## src/rtl/add_arbiter.sv

```systemverilog
// Round-robin arbiter that time-shares one adder between NUM_REQ requesters.
// One operation in flight: grant, drive a/b, wait ADD_LATENCY, capture sum, respond.
module add_arbiter #(
  parameter int NUM_REQ     = 4,
  parameter int ADD_WIDTH   = 4,
  parameter int ADD_LATENCY = 0,
  parameter int ID_W        = (NUM_REQ > 1) ? $clog2(NUM_REQ) : 1
) (
  input  logic                           clk,
  input  logic                           rst,
  input  logic [NUM_REQ-1:0]             req_valid,
  output logic [NUM_REQ-1:0]             req_ready,
  input  logic [NUM_REQ*ADD_WIDTH-1:0]   req_a,
  input  logic [NUM_REQ*ADD_WIDTH-1:0]   req_b,
  output logic [ADD_WIDTH-1:0]           add_a,
  output logic [ADD_WIDTH-1:0]           add_b,
  input  logic [ADD_WIDTH:0]             add_sum,
  output logic                           rsp_valid,
  input  logic                           rsp_ready,
  output logic [ID_W-1:0]                rsp_id,
  output logic [ADD_WIDTH:0]             rsp_sum,
  output logic                           busy
);

  typedef enum logic [1:0] {IDLE, WAIT, RESP} state_t;

  state_t                             state;
  logic [ID_W-1:0]                    rr_ptr;
  logic [3:0]                         lat_cnt;
  logic [NUM_REQ-1:0][ADD_WIDTH-1:0]  a_arr, b_arr;
  logic [2*NUM_REQ-1:0]               rot;
  logic [ID_W:0]                      sum_idx;
  logic [ID_W-1:0]                    gnt, nxt_ptr;
  logic                               gnt_vld;

  genvar i;
  generate
    for (i = 0; i < NUM_REQ; i++) begin : g_unpack
      assign a_arr[i] = req_a[i*ADD_WIDTH +: ADD_WIDTH];
      assign b_arr[i] = req_b[i*ADD_WIDTH +: ADD_WIDTH];
    end
  endgenerate

  // Rotate so bit 0 is rr_ptr; the lowest set bit is the winner. Scanning
  // downward lets the lowest offset overwrite any higher one.
  always_comb begin
    rot     = {req_valid, req_valid} >> rr_ptr;
    gnt_vld = 1'b0;
    sum_idx = '0;
    gnt     = '0;
    for (int k = NUM_REQ - 1; k >= 0; k--) begin
      if (rot[k]) begin
        gnt_vld = 1'b1;
        sum_idx = {1'b0, rr_ptr} + (ID_W+1)'(k);
      end
    end
    if (sum_idx >= (ID_W+1)'(NUM_REQ))
      sum_idx = sum_idx - (ID_W+1)'(NUM_REQ);
    gnt = sum_idx[ID_W-1:0];
  end

  assign nxt_ptr = (gnt == ID_W'(NUM_REQ - 1)) ? '0 : gnt + 1'b1;

  // Gated by rst so nothing is offered while the block is held in reset.
  assign req_ready = (rst && state == IDLE && gnt_vld) ? (NUM_REQ'(1) << gnt) : '0;

  always_ff @(posedge clk or negedge rst) begin
    if (!rst) begin
      state     <= IDLE;
      rr_ptr    <= '0;
      lat_cnt   <= '0;
      add_a     <= '0;
      add_b     <= '0;
      rsp_valid <= 1'b0;
      rsp_id    <= '0;
      rsp_sum   <= '0;
      busy      <= 1'b0;
    end else begin
      case (state)
        IDLE: if (gnt_vld) begin
          add_a   <= a_arr[gnt];
          add_b   <= b_arr[gnt];
          rsp_id  <= gnt;
          rr_ptr  <= nxt_ptr;
          lat_cnt <= 4'(ADD_LATENCY);
          busy    <= 1'b1;
          state   <= WAIT;
        end
        WAIT: if (lat_cnt != '0) begin
          lat_cnt <= lat_cnt - 1'b1;
        end else begin
          rsp_sum   <= add_sum;
          rsp_valid <= 1'b1;
          state     <= RESP;
        end
        RESP: if (rsp_ready) begin
          rsp_valid <= 1'b0;
          busy      <= 1'b0;
          state     <= IDLE;
        end
        default: state <= IDLE;
      endcase
    end
  end

endmodule

```

## config.mk

```make
export PLATFORM = sky130hd
export DESIGN_NAME = add_arbiter
export DESIGN_NICKNAME = d
export VERILOG_FILES = /design/src/rtl/add_arbiter.sv
export SDC_FILE = /design/constraint.sdc
export NUM_CORES = 1
export LEC_CHECK = 0
export CORE_UTILIZATION = 45
export CTS_CLUSTER_DIAMETER = 50
export DETAILED_ROUTE_END_ITERATION = 16
export PLACE_DENSITY = 0.85
export SYNTH_ARGS = -nofsm -noshare
export SYNTH_HDL_FRONTEND = slang
export SYNTH_SLANG_ARGS = --single-unit
```

## constraint.sdc

```tcl
create_clock -name clk -period 4.3 [get_ports clk]
set_clock_uncertainty 0.05 [all_clocks]
set_input_delay 0.645 -clock clk [delete_from_list [all_inputs] [get_ports clk]]
set_output_delay 0.645 -clock clk [all_outputs]
set_load 0.02 [all_outputs]
```

==> results.txt, run 1 <==
----------------------------------------------------
[CTS]
  Total CTS buffers ... 3
  Post-CTS setup-driven buffer insertion count ... 0
  CTS root buffer ... sky130_fd_sc_hd__clkbuf_4
  Clock slew at the register clock pins of the worst setup and hold paths ... 0.13 ns
  Clk Latency, worst-skew pair ... 0.33 ns
  CTS-repair resized insts ... 0
  Count of hold buffers inserted by post-cts repair ... 0
  TritonCTS sink count ... 25
  Maximum root-to-sink buffer count ... 2
  H-tree depth ... 1
  CTS tree ... yes

[Logic synthesis]
  Post-synthesis net count ... 206
  Proportion of synthesized flip-flops having asynchronous set or reset ... 100%
  Yosys warnings ... 0
  Top-count cell post-synth ... sky130_fd_sc_hd__nand2_1
  Sequential fraction of the synthesis area ... 43.0%
  Xor/xnor cell area share of the yosys netlist ... 1.20%
  Synth Instances ... 160
  Area share of the leading cell type in the synthesized netlist ... 43.0%
  Number of enable-type register cells in the synthesized netlist ... 0
  Syn_area_per_cell ... 9.09 um2
  Synth Area in Simple Gates ... 25.9%
  Adder and majority cell fraction of the synthesized area ... 1.72%
  Ranking of synthesized cells by area ... sky130_fd_sc_hd__dfrtp_1 43%, sky130_fd_sc_hd__nand2_1 8.8%, sky130_fd_sc_hd__mux2i_1 6.2%, sky130_fd_sc_hd__nor2_1 3.9%, sky130_fd_sc_hd__nor3_1 3.4%
  Total of flip-flops plus latches after synthesis ... 25
  Multiplexer area fraction after synthesis ... 6.20%
  Largest family of logic cells by synthesized area ... simple AND/OR/NAND/NOR gates
  Synthesized area ... 0.00145 mm2
  Count of distinct cell types in the synthesized netlist ... 38
  Commonest cells in the synthesized netlist ... 34 x sky130_fd_sc_hd__nand2_1, 25 x sky130_fd_sc_hd__dfrtp_1, 15 x sky130_fd_sc_hd__nor2_1
  Compound-cell area share of the yosys netlist ... 17.3%
  Most instantiated flip-flop cell in the synthesis netlist ... sky130_fd_sc_hd__dfrtp_1
  Leading area contributor after synthesis ... sky130_fd_sc_hd__dfrtp_1

[Global routing]
  Wire length of the first global-routing pass ... 6250 um
  Via count of the first global-routing pass ... 1408
  Initial antenna violation count ... 0
  Pin count of the biggest net entering global routing ... 21
  GRT Util Overall ... 24.2%
  Total grt overflow ... 0

[Detailed routing]
  Wirelength, routed ... 4030 um
  Number of optimization iterations in the first detailed-route pass ... 4
  Iteration-0 DRC count of the detailed router ... 52
  WL per Instance ... 15.1 um
  Vias per cell ... 5.43
  Number of vias after detailed routing ... 1451
  Number of nets with antenna violations after detailed routing ... 0
  DRC viols ... 0

[Place]
  Placement Setup Slack ... 0.490 ns
  Placed cell count ... 263
  Port buffer count ... 64
  Global placer's final weighted congestion ... 0.801
  Instance area after placement ... 0.00212 mm2
  Detailed Place HPWL ... 3120 um

[Setup path]
  Delay contributed by the slowest stage of the critical path ... 0.69 ns
  Count of cells along the worst register-to-register path ... 5
  Required arrival time at the worst endpoint ... 3.61 ns
  Critical Path Start Type ... input pin
  Kind of critical path ... in -> out
  CP max stage cell ... sky130_fd_sc_hd__nor3_2
  Top cell by count, worst path ... sky130_fd_sc_hd__clkdlybuf4s50_1
  Chain of cells forming the critical path ... clkdlybuf4s50_1, nor4_2, nor3_2, nand2_1, nor3b_1, clkdlybuf4s50_1
  Critical path arrival ... 3.10 ns
  Highest net fanout along the worst path ... 16
  Type of element capturing the critical path ... primary output

[Final layout]
  Sequential Area ... 626 um2
  Total non-filler cell area in the finished layout ... 0.00215 mm2
  Ratio of cells with drive above 1 in the final layout ... 8.07%
  Nets ... 270
  Final core utilization ... 70.4%
  # fillers ... 245
  Area growth from synthesis to layout ... 47.8%
  Multi-input combinational cell area ... 761 um2
  Final standard cell count with taps included and fillers excluded ... 267
  Number of antenna cells inserted ... 0

[Floorplanning]
  Number of rows created at floorplan ... 20
  Count of pins on the block boundary ... 65
  Die Wd ... 58.8 um
  Chip Height ... 58.8 um
  Die outline area ... 0.00346 mm2
  Area of the placeable core ... 0.00305 mm2
  Starting density of the core ... 47.6%

[STA]
  Worst max-slew margin expressed relative to the limit ... 39.7%
  Setup repair after global routing missed its margin ... false
  Time the worst path needs with I/O delays and setup ... 3.79 ns
  Post-route fraction of the period consumed by the critical path ... 88.2%
  Total setup violations reported at the end of the flow ... 0
  Worst hold slack ... 0.447 ns
  Final hold viol count ... 0
  Max-slew violation count ... 0
  Maximum clock rate ... 0.264 GHz
  Transition at the pin with the smallest max-transition slack ... 0.899 ns
  Total Neg Setup Slack ... 0 ns
  Worst setup slack after layout ... 0.508 ns

[Power]
  Leak pwr ... 0.917 nW
  Fraction of power spent switching nets ... 44.8%
  Internal power ... 735 uW
  Total power density per cell area ... 619 mW/mm2
  Share of power burned in combinational logic ... 58.8%
  Switching power of the nets ... 596 uW
  Part of the power in the clock network ... 8.1%
  Reg power frac ... 33.1%
  Total chip power ... 1.33 mW
  Max VDD drop ... 0.357 mV

[Outcome]
  Result of the run ... completed

[Flow run]
  Number of maximum-capacitance constraint violations ... 0

[Min path]
  Path type of the worst min-delay path ... reg -> reg
  Cell depth of the worst hold path ... 2

----------------------------------------------------
[registers in the layout, indices dropped and copies added (netlist names)]
register,cells
busy,1
lat_cnt,4
state,2
rsp_valid,1
rsp_sum,5
rr_ptr,2
rsp_id,2
add_a,4
add_b,4
[final timing paths]
| path | slack [ns] | end | from |
|---|---|---|---|
| min reg2reg | 0.45 | rsp_sum[0] | rsp_sum[0] |
| min | 0.45 | rsp_sum[0] | rsp_sum[0] |
| max in group asynchronous | 3.08 | rsp_sum[3] | rst |
| min in group asynchronous | 0.53 | add_a[1] | rst |
| max reg2reg | 2.09 | add_b[1] | rr_ptr[1] |
| max | 0.51 | req_ready[2] | req_valid[3] |
[per-layer routing]
metal | vias to the layer above | GRT usage [%] | share of wire [%]
li1 | 692 | - | -
met1 | 669 | 30.0 | 40
met2 | 79 | 41.2 | 51
met3 | 11 | 5.27 | 6.9
met4 | 0 | 9.18 | 1.7
met5 | - | 0 | 0
[placed cells by master (no fill, tap or decap), types with 4 or more instances in the layout]
master,n
sky130_fd_sc_hd__a2111oi_0,5
sky130_fd_sc_hd__a211oi_1,6
sky130_fd_sc_hd__a21oi_1,4
sky130_fd_sc_hd__clkdlybuf4s50_1,64
sky130_fd_sc_hd__dfrtp_1,25
sky130_fd_sc_hd__inv_1,7
sky130_fd_sc_hd__mux2i_1,9
sky130_fd_sc_hd__nand2_1,34
sky130_fd_sc_hd__nor2_1,15
sky130_fd_sc_hd__nor3_1,10
sky130_fd_sc_hd__o21ai_0,4
[power groups by stage]
stage / clock [mW] / sequential, mW / combinational (mW)
floorplan: 0 / 0.513 / 0.408
global placement: 0 / 0.432 / 0.748
detailed placement: 0 / 0.442 / 0.779
CTS: 0.110 / 0.438 / 0.782
global route: 0.119 / 0.450 / 0.849
finish: 0.108 / 0.440 / 0.782
[critical path: cells and delay by family]
kind | cells | cell delay (ns)
buffers and inverters | 2 | 1.22
AND/OR/NAND/NOR | 4 | 1.23
[kinds of logic after synthesis]
| kind of cell | count (synthesis) |
|---|---|
| buffers and inverters | 14 |
| multiplexers | 9 |
| AO/OA/AOI/OAI | 30 |
| XOR/XNOR | 2 |
| flip-flops | 25 |
| adder cells (fa/ha/maj) | 2 |
| AND/OR/NAND/NOR | 78 |
[area by class of cell]
class,instances,area share [%]
inverter,7,1.22
multi-input combinational,121,35.4
sequential,25,29.1
tap,44,2.56
timing repair buffer,66,30.5
clock buffer,4,1.22
Power figures use the tool's default switching activity.
==> inputs of run 2 (changes only) <==
==> config.mk (replaced) <==
export PLATFORM = sky130hd
export DESIGN_NAME = add_arbiter
export DESIGN_NICKNAME = d
export VERILOG_FILES = /design/src/rtl/add_arbiter.sv
export SDC_FILE = /design/constraint.sdc
export NUM_CORES = 1
export LEC_CHECK = 0
export CELL_PAD_IN_SITES_DETAIL_PLACEMENT = 0
export CELL_PAD_IN_SITES_GLOBAL_PLACEMENT = 1
export CORE_UTILIZATION = 30
export DETAILED_ROUTE_END_ITERATION = 16
export PLACE_DENSITY_LB_ADDON = 0.1
export SYNTH_ARGS = -nofsm -noshare
export SYNTH_HDL_FRONTEND = slang
export SYNTH_SLANG_ARGS = --single-unit
==> constraint.sdc (replaced) <==
create_clock -name clk -period 4.1 [get_ports clk]
set_clock_uncertainty 0.05 [all_clocks]
set_input_delay 0.615 -clock clk [delete_from_list [all_inputs] [get_ports clk]]
set_output_delay 0.615 -clock clk [all_outputs]
set_load 0.02 [all_outputs]
==> run 2 against run 1 <==
Net effect:
- clock-buffer cell count shrank 1
- critical endpoint unchanged
- global-route usage shrank 8.3 points
- via count down 2.8%
- flip-flop and latch count is the same
- power up 7.0%
==> results.txt, run 2 (synthesized netlist as in run 1, its figures left out) <==
----------------------------------------------------
[Setup path]
  Chain of cells forming the critical path ... clkdlybuf4s50_1, nor4_2, nor3_2, nand2_1, nor3b_1, clkdlybuf4s50_1 (unchanged)
  Required arrival time at the worst endpoint ... 3.43 ns (was 3.61 ns)
  Total buffers and inverters traversed by the critical path ... 2 (unchanged)
  Delay contributed by the slowest stage of the critical path ... 0.73 ns (was 0.69 ns)
  Critical Path Start Type ... input pin (unchanged)
  CP max stage cell ... sky130_fd_sc_hd__nor3_2 (unchanged)
  Highest net fanout along the worst path ... 16 (unchanged)
  Top cell by count, worst path ... sky130_fd_sc_hd__clkdlybuf4s50_1 (unchanged)
  Critical path arrival ... 3.14 ns (was 3.10 ns)
  Category of cells accounting for the largest share of critical-path delay ... simple AND/OR/NAND/NOR gates (unchanged)
  Kind of critical path ... in -> out (unchanged)
  Type of element capturing the critical path ... primary output (unchanged)

[CTS]
  CTS tree ... yes (unchanged)
  Maximum root-to-sink buffer count ... 2 (unchanged)
  Post-CTS setup-driven buffer insertion count ... 0 (unchanged)
  H-tree depth ... 1 (unchanged)
  TritonCTS sink count ... 25 (unchanged)
  Total CTS buffers ... 3 (unchanged)
  Count of hold buffers inserted by post-cts repair ... 0 (unchanged)
  Clk Latency, worst-skew pair ... 0.27 ns (was 0.33 ns)
  Clock slew at the register clock pins of the worst setup and hold paths ... 0.08 ns (was 0.13 ns)
  CTS-repair resized insts ... 0 (unchanged)
  CTS root buffer ... sky130_fd_sc_hd__clkbuf_8 (was sky130_fd_sc_hd__clkbuf_4)

[Power]
  Total chip power ... 1.42 mW (was 1.33 mW)
  Max VDD drop ... 0.373 mV (was 0.357 mV)
  Total power density per cell area ... 651 mW/mm2 (was 619 mW/mm2)
  Leak pwr ... 0.933 nW (was 0.917 nW)

[STA]
  Total Neg Setup Slack ... 0 ns (unchanged)
  Maximum clock rate ... 0.263 GHz
  Time the worst path needs with I/O delays and setup ... 3.81 ns
  Setup repair after global routing missed its margin ... false (unchanged)
  Max-slew violation count ... 0 (unchanged)
  Transition at the pin with the smallest max-transition slack ... 0.952 ns (was 0.899 ns)
  Final hold viol count ... 0 (unchanged)
  Worst setup slack after layout ... 0.292 ns (was 0.508 ns)
  Worst max-slew margin expressed relative to the limit ... 36.2% (was 39.7%)
  Post-route fraction of the period consumed by the critical path ... 92.9%
  Total setup violations reported at the end of the flow ... 0 (unchanged)

[Final layout]
  Biggest register ... rsp_sum (unchanged)
  Final standard cell count with taps included and fillers excluded ... 276 (was 267)
  Nets ... 271 (was 270)
  # fillers ... 432 (was 245)
  Final core utilization ... 48.6% (was 70.4%)
  Flip-flop count of the largest register, all copies and words added ... 5 (unchanged)
  Most common library cell in the layout ignoring fill and taps ... sky130_fd_sc_hd__clkdlybuf4s50_1 (unchanged)
  Ratio of cells with drive above 1 in the final layout ... 8.93% (was 8.07%)
  Number of antenna cells inserted ... 0 (unchanged)
  Area growth from synthesis to layout ... 50.4% (was 47.8%)
  Most frequent cells in the layout ... 64 x sky130_fd_sc_hd__clkdlybuf4s50_1, 34 x sky130_fd_sc_hd__nand2_1, 25 x sky130_fd_sc_hd__dfrtp_1, 15 x sky130_fd_sc_hd__nor2_1, 10 x sky130_fd_sc_hd__nor3_1 (unchanged)

[Floorplanning]
  Starting density of the core ... 32.3% (was 47.6%)
  Count of pins on the block boundary ... 65 (unchanged)
  Number of rows created at floorplan ... 24 (was 20)
  Area of the placeable core ... 0.00450 mm2 (was 0.00305 mm2)
  Chip Height ... 71.6 um (was 58.8 um)
  Die Wd ... 71.6 um (was 58.8 um)
  Die outline area ... 0.00513 mm2 (was 0.00346 mm2)

[Global routing]
  Pin count of the biggest net entering global routing ... 23 (was 21)
  Total grt overflow ... 0 (unchanged)
  Initial antenna violation count ... 0 (unchanged)
  Wire length of the first global-routing pass ... 6490 um (was 6250 um)
  GRT Util Overall ... 16.0% (was 24.2%)
  Via count of the first global-routing pass ... 1372 (was 1408)

[Detailed routing]
  Vias per cell ... 5.11 (was 5.43)
  Wirelength, routed ... 4140 um (was 4030 um)
  Number of nets with antenna violations after detailed routing ... 0 (unchanged)
  Number of vias after detailed routing ... 1410 (was 1451)
  Number of optimization iterations in the first detailed-route pass ... 4 (unchanged)
  DRC viols ... 0 (unchanged)
  Iteration-0 DRC count of the detailed router ... 68 (was 52)
  WL per Instance ... 15.0 um (was 15.1 um)

[Place]
  Detailed Place HPWL ... 3220 um (was 3120 um)
  Placement Setup Slack ... 0.334 ns (was 0.490 ns)
  Port buffer count ... 64 (unchanged)
  Placed cell count ... 272 (was 263)
  Global placer's final weighted congestion ... 0.757 (was 0.801)

[Flow run]
  Number of maximum-capacitance constraint violations ... 0 (unchanged)

[Outcome]
  Result of the run ... completed (unchanged)

[Min path]
  Path type of the worst min-delay path ... reg -> reg (unchanged)

----------------------------------------------------
-- run 2: cell types whose count changed in the layout (fill, tap and decap cells not counted), sizes merged --
| cell | change |
|---|---|
| buf | +1 |
| clkinv | +1 |
| clkbuf | -1 |
-- run 2: path summary, 6_finish.rpt --
kind | start | to | slack, ns | cells past startpoint
hold reg to reg | rsp_sum[3] | rsp_sum[3] | 0.43 | 2
hold / removal | rsp_sum[3] | rsp_sum[3] | 0.43 | 2
max in group asynchronous | rst | rr_ptr[1] | 2.85 | 2
min in group asynchronous | rst | add_a[1] | 0.56 | 1
setup reg to reg | rr_ptr[1] | add_a[0] | 1.83 | 5
setup / recovery | req_valid[3] | req_ready[2] | 0.29 | 6
-- run 2: worst register-to-register path: cells and delay by family (launching register included) --
family	cells	cell delay, ns
simple gates	1	0.41
buf+inv	1	0.30
flops	1	0.48
compound gates	3	0.89
-- run 2: per-layer routing --
metal / GRT usage (%) / up-vias / wire length [um] / share of wire, %
li1: - / 693 / - / -
met1: 21.8 / 675 / 1980 / 48
met2: 26.8 / 40 / 1990 / 48
met3: 3.09 / 2 / 164 / 4.0
met4: 2.40 / 0 / 15 / 0.36
met5: 0 / - / 0 / 0
-- run 2: stage by stage --
stage                     area [um2]  hold WS (ns)
final                           2190         0.433
after global routing            2190         0.460
after CTS                       2190         0.434
after detailed placement        2140         0.412
after global placement          2140         0.406
after floorplan                 1450         0.269
-- run 2: cell type report --
| class | count | area (um2) | area share [%] |
|---|---|---|---|
| Multi-Input combinational cell | 121 | 761 | 34.8 |
| Timing Repair Buffer | 67 | 663 | 30.3 |
| Sequential cell | 25 | 626 | 28.6 |
| Tap cell | 52 | 65.1 | 2.97 |
| Clock buffer | 3 | 41.3 | 1.89 |
| Inverter | 7 | 26.3 | 1.20 |
| Clock inverter | 1 | 5.00 | 0.229 |
-- run 2: power by group --
group,switching [mW],total (mW),internal [mW]
registers,0.0907,0.457,0.366
logic,0.450,0.821,0.371
clock network,0.0786,0.147,0.0679
total,0.619,1.42,0.805
==> inputs of run 3 (changes only) <==
--- a/config.mk
+++ b/config.mk
@@ -5,9 +5,11 @@
 export SDC_FILE = /design/constraint.sdc
 export NUM_CORES = 1
 export LEC_CHECK = 0
+export ABC_AREA = 1
 export CELL_PAD_IN_SITES_DETAIL_PLACEMENT = 0
 export CELL_PAD_IN_SITES_GLOBAL_PLACEMENT = 1
 export CORE_UTILIZATION = 30
+export CTS_CLUSTER_DIAMETER = 60
 export DETAILED_ROUTE_END_ITERATION = 16
 export PLACE_DENSITY_LB_ADDON = 0.1
 export SYNTH_ARGS = -nofsm -noshare
==> run 3 against run 2 <==
Net effect:
- wire length up 4.6%
- synthesized cell count up 32%
- flip-flop and latch count unchanged
- largest cell class unchanged
==> results.txt, run 3 <==
----------------------------------------------------
[Outcome]
  Result of the run ... completed (unchanged)

[Setup path]
  Highest net fanout along the worst path ... 11 (was 16)
  CP startpoint ... rr_ptr[0] (was req_valid[3])
  Critical path arrival ... 2.94 ns (was 3.14 ns)
  Critical R2R Capture ... rr_ptr[1] (was add_a[0])
  CP max stage cell ... sky130_fd_sc_hd__dfrtp_1 (was sky130_fd_sc_hd__nor3_2)
  Worst-case register-to-register setup slack ... 1.76 ns (was 1.83 ns)
  Startpoint of the worst-slack reg-to-reg timing path ... rr_ptr[0] (was rr_ptr[1])
  Kind of critical path ... reg -> out (was in -> out)
  Count of cells along the worst register-to-register path ... 11 (was 5)
  Chain of cells forming the critical path ... inv_2, nand2_1, nand3_2, nand2_4, inv_2, nand3_1, nand3_1, nand2_1, ha_1, inv_1, nor2_1, clkdlybuf4s50_1 (was clkdlybuf4s50_1, nor4_2, nor3_2, nand2_1, nor3b_1, clkdlybuf4s50_1)
  Type of element capturing the critical path ... primary output (unchanged)
  Delay contributed by the slowest stage of the critical path ... 0.68 ns (was 0.73 ns)
  Critical Path Start Type ... register (was input pin)
  Required arrival time at the worst endpoint ... 3.43 ns (about the same)

[Place]
  Instance area after placement ... 0.00234 mm2 (was 0.00214 mm2)
  Global placer's final weighted congestion ... 0.765 (was 0.757)
  Port buffer count ... 64 (unchanged)
  Placement Setup Slack ... 0.493 ns (was 0.334 ns)
  Detailed Place HPWL ... 3400 um (was 3220 um)
  Placed cell count ... 342 (was 272)

[Power]
  Max VDD drop ... 0.323 mV (was 0.373 mV)
  Total power density per cell area ... 835 mW/mm2 (was 651 mW/mm2)
  Leak pwr ... 1.11 nW (was 0.933 nW)
  Total chip power ... 1.99 mW (was 1.42 mW)

[Logic synthesis]
  Area share of the leading cell type in the synthesized netlist ... 38.2% (was 43.0%)
  Yosys warnings ... 0 (unchanged)
  Total of flip-flops plus latches after synthesis ... 25 (unchanged)
  Sequential fraction of the synthesis area ... 38.2% (was 43.0%)
  Synth Instances ... 211 (was 160)
  Leading area contributor after synthesis ... sky130_fd_sc_hd__dfrtp_1 (unchanged)
  Most instantiated flip-flop cell in the synthesis netlist ... sky130_fd_sc_hd__dfrtp_1 (unchanged)
  Proportion of synthesized flip-flops having asynchronous set or reset ... 100% (unchanged)
  Post-synthesis net count ... 257 (was 206)
  Synthesized area ... 0.00164 mm2 (was 0.00145 mm2)
  Ranking of synthesized cells by area ... sky130_fd_sc_hd__dfrtp_1 38%, sky130_fd_sc_hd__nand2_1 15%, sky130_fd_sc_hd__nand3_1 11%, sky130_fd_sc_hd__nand2_2 5.0%, sky130_fd_sc_hd__inv_1 3.7% (was sky130_fd_sc_hd__dfrtp_1 43%, sky130_fd_sc_hd__nand2_1 8.8%, sky130_fd_sc_hd__mux2i_1 6.2%, sky130_fd_sc_hd__nor2_1 3.9%, sky130_fd_sc_hd__nor3_1 3.4%)
  Number of enable-type register cells in the synthesized netlist ... 0 (unchanged)
  Syn_area_per_cell ... 7.77 um2 (was 9.09 um2)
  Count of distinct cell types in the synthesized netlist ... 25 (was 38)
  Top-count cell post-synth ... sky130_fd_sc_hd__nand2_1 (unchanged)
  Commonest cells in the synthesized netlist ... 64 x sky130_fd_sc_hd__nand2_1, 36 x sky130_fd_sc_hd__nand3_1, 25 x sky130_fd_sc_hd__dfrtp_1 (was 34 x sky130_fd_sc_hd__nand2_1, 25 x sky130_fd_sc_hd__dfrtp_1, 15 x sky130_fd_sc_hd__nor2_1)

[Final layout]
  Most frequent cells in the layout ... 64 x sky130_fd_sc_hd__nand2_1, 64 x sky130_fd_sc_hd__clkdlybuf4s50_1, 36 x sky130_fd_sc_hd__nand3_1, 25 x sky130_fd_sc_hd__dfrtp_1, 16 x sky130_fd_sc_hd__inv_1 (was 64 x sky130_fd_sc_hd__clkdlybuf4s50_1, 34 x sky130_fd_sc_hd__nand2_1, 25 x sky130_fd_sc_hd__dfrtp_1, 15 x sky130_fd_sc_hd__nor2_1, 10 x sky130_fd_sc_hd__nor3_1)
  Biggest register ... rsp_sum (unchanged)
  Nets ... 323 (was 271)
  Flip-flop count of the largest register, all copies and words added ... 5 (unchanged)
  Total non-filler cell area in the finished layout ... 0.00238 mm2 (was 0.00219 mm2)
  Ratio of cells with drive above 1 in the final layout ... 15.2% (was 8.93%)
  Area growth from synthesis to layout ... 45.4% (was 50.4%)
  Number of antenna cells inserted ... 0 (unchanged)
  # fillers ... 514 (was 432)
  Final standard cell count with taps included and fillers excluded ... 346 (was 276)

[Min path]
  End of the worst hold path ... add_a[0] (was rsp_sum[3])
  Path type of the worst min-delay path ... reg -> reg (unchanged)
  Cell depth of the worst hold path ... 2 (unchanged)
  Hold Startpoint ... add_a[0] (was rsp_sum[3])

[Detailed routing]
  Iteration-0 DRC count of the detailed router ... 64 (was 68)
  WL per Instance ... 12.5 um (was 15.0 um)
  Number of nets with antenna violations after detailed routing ... 0 (unchanged)
  DRC viols ... 0 (unchanged)
  Number of optimization iterations in the first detailed-route pass ... 4 (unchanged)
  Wirelength, routed ... 4330 um (was 4140 um)
  Number of vias after detailed routing ... 1554 (was 1410)
  Vias per cell ... 4.49 (was 5.11)

[STA]
  Post-route fraction of the period consumed by the critical path ... 87.9% (was 92.9%)
  Worst setup slack after layout ... 0.495 ns (was 0.292 ns)
  Transition at the pin with the smallest max-transition slack ... 0.521 ns (was 0.952 ns)
  Maximum clock rate ... 0.277 GHz (was 0.263 GHz)
  Total setup violations reported at the end of the flow ... 0 (unchanged)
  Max-slew violation count ... 0 (unchanged)
  Time the worst path needs with I/O delays and setup ... 3.61 ns (was 3.81 ns)
  Total Neg Setup Slack ... 0 ns (unchanged)
  Final hold viol count ... 0 (unchanged)
  Setup repair after global routing missed its margin ... false (unchanged)
  Worst max-slew margin expressed relative to the limit ... 65.3% (was 36.2%)

[Global routing]
  GRT Util Overall ... 15.8% (was 16.0%)
  Initial antenna violation count ... 0 (unchanged)
  Wire length of the first global-routing pass ... 7380 um (was 6490 um)
  Pin count of the biggest net entering global routing ... 26 (was 23)
  Total grt overflow ... 0 (unchanged)
  Via count of the first global-routing pass ... 1513 (was 1372)

[CTS]
  Maximum root-to-sink buffer count ... 2 (unchanged)
  CTS-repair resized insts ... 0 (unchanged)
  Post-CTS setup-driven buffer insertion count ... 0 (unchanged)
  Clk Latency, worst-skew pair ... 0.27 ns (about the same)
  CTS root buffer ... sky130_fd_sc_hd__clkbuf_8 (unchanged)
  TritonCTS sink count ... 25 (unchanged)
  Count of hold buffers inserted by post-cts repair ... 0 (unchanged)
  Total CTS buffers ... 3 (unchanged)
  CTS tree ... yes (unchanged)
  Clock slew at the register clock pins of the worst setup and hold paths ... 0.09 ns (was 0.08 ns)
  H-tree depth ... 1 (unchanged)

[Floorplanning]
  Number of rows created at floorplan ... 26 (was 24)
  Area of the placeable core ... 0.00517 mm2 (was 0.00450 mm2)
  Chip Height ... 75.9 um (was 71.6 um)
  Count of pins on the block boundary ... 65 (unchanged)
  Die Wd ... 75.9 um (was 71.6 um)
  Starting density of the core ... 31.7% (was 32.3%)
  Die outline area ... 0.00576 mm2 (was 0.00513 mm2)

[Flow run]
  Number of maximum-capacitance constraint violations ... 0 (unchanged)

----------------------------------------------------
-- run 3: cell families (layout without fill, tap and decap cells) --
kind of cell,count (synthesis),count (layout),share of synthesized area [%]
XOR/XNOR,1,1,0.534
multiplexers,5,5,3.43
adder cells (fa/ha/maj),2,2,1.53
flip-flops,25,25,38.2
buffers and inverters,26,91,7.79
AO/OA/AOI/OAI,15,15,6.11
AND/OR/NAND/NOR,137,137,42.4
-- run 3: worst max path at each step --
stage / end / slack, ns / depth (start not counted)
floorplan: req_ready[3] / 1.60 / 12
global placement: req_ready[3] / 0.52 / 13
detailed placement: req_ready[3] / 0.49 / 13
CTS: req_ready[3] / 0.47 / 12
global route: req_ready[3] / 0.27 / 12
finish: req_ready[3] / 0.49 / 12
-- run 3: per-stage QoR --
step / hold slack, ns / util (%)
floorplan: 0.269 / -
global placement: 0.415 / 45.2
detailed placement: 0.416 / 45.2
CTS: 0.437 / 46.1
global route: 0.463 / 46.1
finish: 0.431 / 46.1
-- run 3: layer usage --
layer | up-vias | GRT usage (%) | wire (um)
met1 | 691 | 21.8 | 2060
met2 | 45 | 26.2 | 2030
met3 | 2 | 3.61 | 236
met4 | 0 | 1.73 | 8
li1 | 816 | - | -
met5 | - | 0 | 0
-- run 3: power by group --
part / switching [mW] / leakage [nW] / internal (mW)
logic: 0.849 / 0.784 / 0.550
clock network: 0.0740 / 0.0255 / 0.0679
registers: 0.0798 / 0.301 / 0.370
-- run 3: cell type report --
type	instances	area (um2)	area share (%)
Sequential cell	25	626	26.2
Tap cell	70	87.6	3.67
Inverter	20	75.1	3.15
Timing Repair Buffer	67	663	27.8
Clock buffer	3	41.3	1.73
Clock inverter	1	5.00	0.210
Multi-Input combinational cell	160	886	37.2
-- run 3: critical path: cells and delay by family (launching register included) --
family / cells / cell delay [ns]
adder cells (fa/ha/maj): 1 / 0.21
buffers and inverters: 4 / 0.87
flip-flops: 1 / 0.68
AND/OR/NAND/NOR: 7 / 0.90
==> variant, RTL diff (settings of run 1) <==
Re-encode `state_t` (3 states) as one-hot, 3 bits wide.
--- a/src/rtl/add_arbiter.sv
+++ b/src/rtl/add_arbiter.sv
@@ -23,5 +23,5 @@
 );
 
-  typedef enum logic [1:0] {IDLE, WAIT, RESP} state_t;
+  typedef enum logic [2:0] {IDLE = 3'b001, WAIT = 3'b010, RESP = 3'b100} state_t;
 
   state_t                             state;
Check against the original RTL: no difference found for any inputs over 10 cycles, from zero or initial values and one cycle with rst low; not proved beyond that.
==> variant against run 1 <==
- synthesized cell count down 14%
- sequential power up 2%
- core utilization down 0.16 points
- clock power up 17%
- maximum frequency up 8.2%
- area after synthesis down 0.86%
- setup slack better by 0.29 ns
- final area down 0.23%
- power up 2.5%
- sequential cell count up 1
- routed wire length down 8.2%
==> variant: results (changes against run 1) <==
[route]
drt_iter0_markers=68  ; +31%
via_per_inst=5.25  ; -3.4%
drtPass1Iterations=4  ; unchanged
routedWlPerCell_um=15.1  ; about the same

[placed_design]
port_buffers=64  ; unchanged
gp_congestion=0.772  ; -3.6%
hpwl_um=2920  ; -6.2%

[clock_network]
postCtsResizedCells=0  ; unchanged
postCtsSetupRepairBufs=0  ; unchanged
root_buffer=clkbuf_4
htree_levels=1  ; unchanged
worstSkewPairLatency_ns=0.33  ; about the same
hold_buffers=0  ; unchanged
cts_buffers=3  ; unchanged

[pwr]
leakage_nw=0.919  ; +0.13%
p_sw_w=0.000577  ; -3.3%
ir_worst_vdd_uv=351  ; -1.8%

[sta]
setup-tns-final_ns=0  ; unchanged
slew_headroom=0.675  ; +0.278

[final_layout]
regMostFlops=rsp_sum
largest_register_ffs=5  ; unchanged
drive_gt1_frac=0.0796  ; -0.00112
fin_nets=249  ; -7.8%
antenna_cells=0  ; unchanged

[outcome]
run_status=finished clean

[setup_path]
reg2reg_depth=4  ; -1
setup.worst_path.end=req_ready[2]
reg2reg_to=add_a[3]
rrSetupSlack_ns=2.48  ; +0.39 ns
r2r-start=state[0]
path_max_fanout=18  ; +2
critPathLaunch=req_valid[2]

[grt]
first_global_vias=1249  ; -11%
antenna_found_initial=0  ; unchanged
grt_max_degree=25  ; +19%
grt_pass1_wl_um=5660  ; -9.4%
grt_usage=0.221  ; -0.0217

[logic_synthesis]
synth_area_leaders=dfrtp_1 43%, mux2i_1 12%, o221ai_1 4.9%, nand2_1 4.7%, mux2_2 3.1%
syn-num-nets=185  ; -10%
ys.warnings.count=0  ; unchanged
yosys-top-cells-count=25 x dfrtp_1, 18 x nand2_1, 17 x mux2i_1, 9 x nor2_1, 8 x o221ai_1
ys_types=38  ; unchanged
synth.yosys.seq_area_share=0.452  ; +0.0220
synth-async-reset-ratio=1.00  ; unchanged

[hold_path]
min_path_type=primary input to async pin

[variant: changes by cell type after synthesis, moves of 4 or more]
cell and change:
a2111oi_0 -5, a211oi_1 -6, mux2_2 +4, mux2i_1 +8, nand2_1 -16, nor2_1 -6
nor3_1 -5, o221ai_1 +8
[variant: how the worst min path moves through the flow]
| stage | startpoint | to | slack [ns] | depth (start not counted) |
|---|---|---|---|---|
| 5_1_grt | rst | rr_ptr[0] | 0.42 | 1 |
| 3_3_place_gp | rsp_id[0] | rsp_id[0] | 0.41 | 2 |
| 6_report | rst | rr_ptr[0] | 0.45 | 1 |
| 4_1_cts | rst | rr_ptr[0] | 0.46 | 1 |
| 3_5_place_dp | rsp_id[1] | rsp_id[1] | 0.43 | 2 |
| 2_1_floorplan | rst | add_a[0] | 0.30 | 0 |
[variant: area by class of cell]
cell class | count | area, sq um
tap | 44 | 55.1
sequential | 26 | 652
inverter | 5 | 18.8
clock buffer | 4 | 36.3
timing repair buffer | 66 | 656
multi-input combinational | 100 | 727
fill | 239 | 908
[variant: cells by family (layout without fill, tap and decap cells)]
family,Yosys count,after routing,share of synthesized area
and+or+nand+nor,52,52,0.188
DFF,26,26,0.452
muxes,22,22,0.157
AOI/OAI and AO/OA,21,21,0.113
buffers and inverters,12,75,0.0512
adders and majority gates,3,3,0.0260
xor gates and xnor gates,2,2,0.0122
[variant: worst max-delay path, stage by stage]
cell	delay (ns)
clkdlybuf4s50_1	0.51
nor2b_1	0.20
a21boi_1	0.28
o32ai_4	0.12
buf_4	0.24
nor3_1	0.19
clkdlybuf4s50_1	0.63
[variant: power by group through the flow]
| stage | logic, W | clock network (W) | registers (W) |
|---|---|---|---|
| CTS | 0.000791 | 0.000128 | 0.000449 |
| detailed placement | 0.000788 | 0 | 0.000456 |
| global route | 0.000852 | 0.000140 | 0.000464 |
| global placement | 0.000755 | 0 | 0.000447 |
| floorplan | 0.000428 | 0 | 0.000528 |
| finish | 0.000788 | 0.000126 | 0.000450 |
[variant: per-stage QoR]
stage	setup WS [ns]	area, sq um	cells	hold slack (ns)
global route	0.690	2140	245	0.424
floorplan	1.59	1440	138	0.299
global placement	0.878	2110	241	0.409
CTS	0.796	2140	245	0.456
finish	0.794	2140	245	0.453
detailed placement	0.814	2110	241	0.431
[variant: metal layers]
layer  track usage  vias to the layer above  part of all wire
met5             0                        -                 0
met4        0.0850                        0             0.022
met3        0.0418                       10             0.034
met2         0.386                       33              0.53
met1         0.270                      625              0.41
li1              -                      618                 -
